--- config.mk ---
export PLATFORM = sky130hd
export DESIGN_NAME = oam_dma_ctrl
export DESIGN_NICKNAME = d
export VERILOG_FILES = /design/src/rtl/oam_dma_pkg.sv /design/src/rtl/oam_dma_phase.sv /design/src/rtl/oam_dma_ctrl.sv
export SDC_FILE = /design/constraint.sdc
export NUM_CORES = 1
export LEC_CHECK = 0
export BUFFER_PORTS_ARGS = -buffer_cell sky130_fd_sc_hd__buf_2
export CORE_UTILIZATION = 52
export DETAILED_ROUTE_END_ITERATION = 12
export GPL_TIMING_DRIVEN = 0
export PLACE_DENSITY = 0.89
export SLEW_MARGIN = 10
export SYNTH_ARGS = -nofsm -noshare
export SYNTH_HDL_FRONTEND = slang
export SYNTH_SLANG_ARGS = --single-unit
export TNS_END_PERCENT = 1
--- constraint.sdc ---
create_clock -name clk -period 2.4 [get_ports clk]
set_clock_uncertainty 0.15 [all_clocks]
set_input_delay 0.48 -clock clk [delete_from_list [all_inputs] [get_ports clk]]
set_output_delay 0.48 -clock clk [all_outputs]
set_load 0.01 [all_outputs]
--- src/rtl/oam_dma_pkg.sv ---
`default_nettype none
// ============================================================================
// Module      : oam_dma_pkg
// Description : Shared types and constants for the OAM DMA controller.
//               Holds the controller state encoding, transfer length,
//               trigger register address, and the echo-page fold helper.
//               The helper is only used when OAM_DMA_ECHO_FOLD_EN is defined.
// Revision    : 1.0 - initial release
// ============================================================================
package oam_dma_pkg;

    typedef enum logic [1:0] {
        IDLE  = 2'd0,
        ARM   = 2'd1,
        RUN   = 2'd2,
        ARM_R = 2'd3
    } dma_state_t;

    localparam int          DMA_LEN_C    = 160;
    localparam logic [15:0] DMA_REG_C    = 16'hFF46;
    localparam logic [2:0]  VRAM_PAGE_HI = 3'b100;
    localparam logic [1:0]  PH_LAST      = 2'd3;
    localparam logic [7:0]  ECHO_BASE    = 8'hE0;

    // Pages E0-FF mirror C0-DF; clearing bit 5 maps the echo page onto WRAM.
    function automatic logic [7:0] echo_fold(input logic [7:0] page);
        return (page >= ECHO_BASE) ? (page & 8'hDF) : page;
    endfunction

endpackage
`default_nettype wire

--- src/rtl/oam_dma_phase.sv ---
`default_nettype none
// ============================================================================
// Module      : oam_dma_phase
// Description : Free-running 2-bit dot phase within the machine cycle.
//               Decodes the machine-cycle boundary and the write-strobe lead.
// Ports       : clk_i          dot clock
//               nreset_i       asynchronous active-low reset
//               wrap_o         ph==3; the coming edge is the M-cycle boundary
//               strobe_next_o  ph==2; the coming edge enters the strobe phase
// Revision    : 1.0 - initial release
// ============================================================================
module oam_dma_phase
    import oam_dma_pkg::*;
(
    input  logic clk_i,
    input  logic nreset_i,
    output logic wrap_o,
    output logic strobe_next_o
);

    logic [1:0] ph_q;

    always_ff @(posedge clk_i or negedge nreset_i) begin
        if (!nreset_i) begin
            ph_q <= 2'd0;
        end else begin
            ph_q <= ph_q + 2'd1;
        end
    end

    assign wrap_o        = (ph_q == PH_LAST);
    assign strobe_next_o = (ph_q == (PH_LAST - 2'd1));

endmodule
`default_nettype wire

--- src/rtl/oam_dma_ctrl.sv ---
`default_nettype none
// ============================================================================
// Module      : oam_dma_ctrl
// Description : OAM DMA sequencer. A CPU write to DMA_REG copies DMA_LEN
//               bytes from page {d,00} into OAM, one byte per machine cycle,
//               and claims the OAM address bus while the copy runs.
// Ports       : clk, nreset        dot clock, async active-low reset
//               cpu_wr, a, d       CPU write strobe, address, data
//               reg_q              trigger register readback
//               dma_run            transfer active (bus owned)
//               dma_a              source address {src_act, idx}
//               oam_addr_ndma      active-low DMA address enable
//               vram_to_oam        source page lies in 80-9F
//               oam_nwr            active-low OAM write strobe
//               dma_done           one-clk pulse after the final byte
// Config      : OAM_DMA_ECHO_FOLD_EN - fold source pages E0-FF onto C0-DF
// Revision    : 1.0 - initial release
// ============================================================================
module oam_dma_ctrl
    import oam_dma_pkg::*;
#(
    parameter int          DMA_LEN = DMA_LEN_C,
    parameter logic [15:0] DMA_REG = DMA_REG_C
) (
    input  logic        clk,
    input  logic        nreset,
    input  logic        cpu_wr,
    input  logic [15:0] a,
    input  logic [7:0]  d,
    output logic [7:0]  reg_q,
    output logic        dma_run,
    output logic [15:0] dma_a,
    output logic        oam_addr_ndma,
    output logic        vram_to_oam,
    output logic        oam_nwr,
    output logic        dma_done
);

    localparam logic [7:0] LAST_IDX = 8'(DMA_LEN - 1);

    logic       wrap;
    logic       strobe_next;

    dma_state_t state_q, state_d;
    logic [7:0] src_pend_q, src_pend_d;
    logic [7:0] src_act_q, src_act_d;
    logic [7:0] idx_q, idx_d;
    logic [7:0] reg_d;
    logic       start_req_q, start_req_d;
    logic       cnt_q, cnt_d;          // one boundary already seen since (re)arm
    logic       run_d, nwr_d, vram_d, done_d;

    logic       w_wr;
    logic       w_last;
    logic [7:0] w_idx_step;
    logic [7:0] w_src_load;

    oam_dma_phase u_phase (
        .clk_i         (clk),
        .nreset_i      (nreset),
        .wrap_o        (wrap),
        .strobe_next_o (strobe_next)
    );

    assign w_wr       = cpu_wr && (a == DMA_REG);
    assign w_last     = (idx_q == LAST_IDX);
    assign w_idx_step = w_last ? 8'd0 : (idx_q + 8'd1);

`ifdef OAM_DMA_ECHO_FOLD_EN
    assign w_src_load = echo_fold(src_pend_q);
`else
    assign w_src_load = src_pend_q;
`endif

    // The arming delay counts M-cycle boundaries starting with the edge that
    // arms (or re-arms); the second one counted loads the new transfer. That
    // gives 5-8 clk from an idle write, and exactly one M-cycle of gap when a
    // write lands on the final byte's boundary.
    always_comb begin
        state_d     = state_q;
        src_pend_d  = src_pend_q;
        src_act_d   = src_act_q;
        idx_d       = idx_q;
        reg_d       = reg_q;
        start_req_d = start_req_q;
        cnt_d       = cnt_q;
        done_d      = 1'b0;

        if (w_wr) begin
            src_pend_d = d;
            reg_d      = d;
        end

        case (state_q)
            IDLE: begin
                if (start_req_q) begin
                    state_d     = ARM;
                    start_req_d = 1'b0;
                    cnt_d       = wrap;
                end else if (w_wr) begin
                    start_req_d = 1'b1;
                end
            end
            ARM: begin
                if (w_wr) begin
                    cnt_d = wrap;
                end else if (wrap) begin
                    if (cnt_q) begin
                        src_act_d = w_src_load;
                        idx_d     = 8'd0;
                        state_d   = RUN;
                    end else begin
                        cnt_d = 1'b1;
                    end
                end
            end
            RUN: begin
                if (wrap) begin
                    idx_d = w_idx_step;
                end
                if (wrap && w_last) begin
                    done_d  = 1'b1;
                    state_d = w_wr ? ARM : IDLE;
                end else if (w_wr) begin
                    state_d = ARM_R;
                end
                if (w_wr) begin
                    cnt_d = wrap;
                end
            end
            ARM_R: begin
                // Old transfer keeps stepping (no done pulse) until reload.
                if (wrap) begin
                    idx_d = w_idx_step;
                end
                if (w_wr) begin
                    cnt_d = wrap;
                end else if (wrap) begin
                    if (cnt_q) begin
                        src_act_d = w_src_load;
                        idx_d     = 8'd0;
                        state_d   = RUN;
                    end else begin
                        cnt_d = 1'b1;
                    end
                end
            end
            default: state_d = IDLE;
        endcase

        run_d  = (state_d == RUN) || (state_d == ARM_R);
        // Strobe is registered one edge early so it is low for all of ph 3.
        nwr_d  = !(run_d && strobe_next);
        vram_d = run_d && (src_act_d[7:5] == VRAM_PAGE_HI);
    end

    always_ff @(posedge clk or negedge nreset) begin
        if (!nreset) begin
            state_q     <= IDLE;
            src_pend_q  <= 8'hFF;
            src_act_q   <= 8'hFF;
            idx_q       <= 8'd0;
            reg_q       <= 8'hFF;
            start_req_q <= 1'b0;
            cnt_q       <= 1'b0;
            dma_run     <= 1'b0;
            oam_nwr     <= 1'b1;
            vram_to_oam <= 1'b0;
            dma_done    <= 1'b0;
        end else begin
            state_q     <= state_d;
            src_pend_q  <= src_pend_d;
            src_act_q   <= src_act_d;
            idx_q       <= idx_d;
            reg_q       <= reg_d;
            start_req_q <= start_req_d;
            cnt_q       <= cnt_d;
            dma_run     <= run_d;
            oam_nwr     <= nwr_d;
            vram_to_oam <= vram_d;
            dma_done    <= done_d;
        end
    end

    assign dma_a         = {src_act_q, idx_q};
    assign oam_addr_ndma = ~dma_run;

endmodule
`default_nettype wire

==> flow_metrics.env <==
export IMPL_power_density_nw_per_um2=501
export IMPL_cts_buffer_depth=2
export IMPL_r2r_end="dma_run$_DFF_PN0_"
export IMPL_ys_warn_count=0
export IMPL_cts_sinks=33
export IMPL_io_buffers=55
export IMPL_fin_hold_ws_ps=19.0
export IMPL_peakVddDrop_mv=0.353
export IMPL_timing_hold_violations_final=0
export IMPL_dieHeight_um=56.4
export IMPL_areaGrowthSynthToFinish_pct=24.9
export IMPL_netlist_area_um2=1540
export IMPL_rrSetupSlack_ps=470
export IMPL_async_flop_share=1.00
export IMPL_place_gp_congestion=0.805
export IMPL_critPathArrivalTime_ps=2010
export IMPL_antenna_cells=0
export IMPL_ctsResizeCount=0
export IMPL_die_x_um=56.4
export IMPL_final_cell_mix="57 x buf_2, 17 x dfstp_2, 16 x mux2_2, 16 x dfrtp_1, 10 x nand2_1"
export IMPL_fillers=192
export IMPL_drt_iter0_markers=31
export IMPL_wl_per_cell_um=14.4
export IMPL_clk_pin_slew_worst_paths_ps=100
export IMPL_ys_seq_area_frac=0.550
export IMPL_timing_final_crit_share=0.804
export IMPL_ios=56
export IMPL_slew_headroom=0.536
export IMPL_wirelength_um=3210
export IMPL_startpoint="idx_q[0]$_DFFE_PN0P_"
export IMPL_r2r_start="idx_q[0]$_DFFE_PN0P_"
export IMPL_status="finished, final reports clean"
export IMPL_synthFlopType="dfstp_2"
export IMPL_postCtsSetupBuffers=0
export IMPL_antenna_found_initial=0
export IMPL_criticalPathCategory="register to register"
export IMPL_finalNetCount=221
export IMPL_cp_required_ps=2480
export IMPL_cp_start_kind="register"
export IMPL_reg2regPathDepth=5
export IMPL_hp_class="input pin to async pin"
export IMPL_grt_pass1_vias=1174
export IMPL_htreeDepth=2
export IMPL_grt_max_degree=34
export IMPL_synth_top_area_share=0.290
export IMPL_hold_buffers=0
export IMPL_synth_edff_count=0
export IMPL_setup_tns_final_ps=0
export IMPL_maxCapViolations=0
export IMPL_setup_viol=0
export IMPL_synth_cells=129
export IMPL_rsz0062_at_grt="no"
export IMPL_overflow=0
export IMPL_vias_per_cell=5.55
export IMPL_cp_max_fo=6
export IMPL_cp_end_kind="register"
export IMPL_max_freq_mhz=518
export IMPL_firstDrtPassIters=4
export IMPL_synthTopCellsByArea="dfstp_2 29%, dfrtp_1 26%, mux2_2 12%, a21oi_1 2.6%, ha_1 2.4%"
export IMPL_rows=19
export IMPL_syn_area_per_cell_um2=11.9
export IMPL_dp_final_hpwl_um=2350
export IMPL_die_area_um2=3180
export IMPL_core_um2=2780
export IMPL_fin_util=0.692
export IMPL_start_util=0.554
export IMPL_finalCriticalPeriod_ps=1930
export IMPL_drc=0
export IMPL_clock_latency_ps=350
export IMPL_final_common_cell="buf_2"
export IMPL_synth_cell_type_count=34
export IMPL_drive_gt1_frac=0.552
export IMPL_cts_made_buffers=5
export IMPL_syn_num_nets=159
export IMPL_p_leak_nw=0.960
export IMPL_drv_slew=0
export IMPL_grt_util_all_layers=0.213
export IMPL_ys_ff_latch=33
export IMPL_grt_pass1_wl_um=5070
export IMPL_tritoncts="done"
export IMPL_tightest_slew_ps=696
export IMPL_num_vias=1238
export IMPL_cts_root_buffer="clkbuf_4"
export IMPL_yosysTopAreaCell="dfstp_2"
export IMPL_final_antenna_net_count=0
export IMPL_crit_end="dma_run$_DFF_PN0_"
## state kept, by name (all words and copies together) (netlist names)
name          cells
src_act_q         8
dma_run           1
u_phase.ph_q      2
state_q           1
cnt_q             1
start_req_q       1
oam_nwr           1
src_pend_q        8
dma_done          1
idx_q             8
vram_to_oam       1
## how the worst min path moves through the flow
stage / slack (ps) / endpoint / cells after the start / from
final: 20 / cnt_q$_DFFE_PN0P_ / 1 / nreset
after global routing: 70 / cnt_q$_DFFE_PN0P_ / 1 / nreset
after CTS: 30 / dma_run$_DFF_PN0_ / 1 / nreset
after detailed placement: 290 / u_phase.ph_q[0]$_DFF_PN0_ / 1 / u_phase.ph_q[0]$_DFF_PN0_
after global placement: 280 / u_phase.ph_q[0]$_DFF_PN0_ / 1 / u_phase.ph_q[0]$_DFF_PN0_
after floorplan: 30 / cnt_q$_DFFE_PN0P_ / 0 / nreset
## metrics by stage
step,total power [mW],instance area [µm²],cells,setup WS [ps]
floorplan,0.581,1540,129,594
global placement,0.613,1850,215,434
detailed placement,0.616,1850,215,400
CTS,0.970,1920,223,511
global route,0.992,1920,223,411
finish,0.964,1920,223,470
## synth_stat cells (all sizes together) (2+ instances only)
master	number
a21oi	9
a31oi	2
and2	2
and3	2
and4bb	3
buf	4
clkbuf	2
dfrtp	16
dfstp	17
ha	3
inv	3
mux2	16
mux2i	2
nand2	10
nand3	7
nand4	4
nor2	7
nor3	4
o21ai	4
xor2	3
## layer usage
layer,vias to the layer above,global-route usage,share of wire
met5,-,0,0
met4,0,0.115,0.023
met3,8,0.0599,0.066
met2,48,0.355,0.53
met1,598,0.248,0.38
li1,584,-,-
## cell type report
class                           count  area [µm²]  share of cell area
Sequential cell                    33         847               0.440
Multi-Input combinational cell     87         642               0.334
Timing Repair Buffer               55         275               0.143
Clock buffer                        7        65.1              0.0338
Buffer                              6        40.0              0.0208
Tap cell                           31        38.8              0.0202
Inverter                            3        11.3             0.00585
Clock inverter                      1        5.00             0.00260
## logic make-up after synthesis
| group | Yosys count | share of synthesized area |
|---|---|---|
| xor gates and xnor gates | 3 | 0.0171 |
| muxes | 18 | 0.130 |
| buffers and inverters | 9 | 0.0333 |
| adders and majority gates | 3 | 0.0244 |
| AOI/OAI and AO/OA | 18 | 0.0699 |
| and+or+nand+nor | 45 | 0.175 |
| DFF | 33 | 0.550 |
## power breakdown
group	switching (mW)	internal [mW]	total, mW	leakage [nW]
clock	0.189	0.170	0.359	0.0413
sequential	0.00324	0.560	0.563	0.369
combinational	0.0217	0.0206	0.0423	0.549
total	0.214	0.750	0.964	0.960
## critical path: stages, from the launching register on
cell and delay [ps]:
dfrtp_1 420, ha_1 240, and4bb_2 270, nand3_1 230, o21a_1 250, or2_2 260
Power figures use the tool's default switching activity.
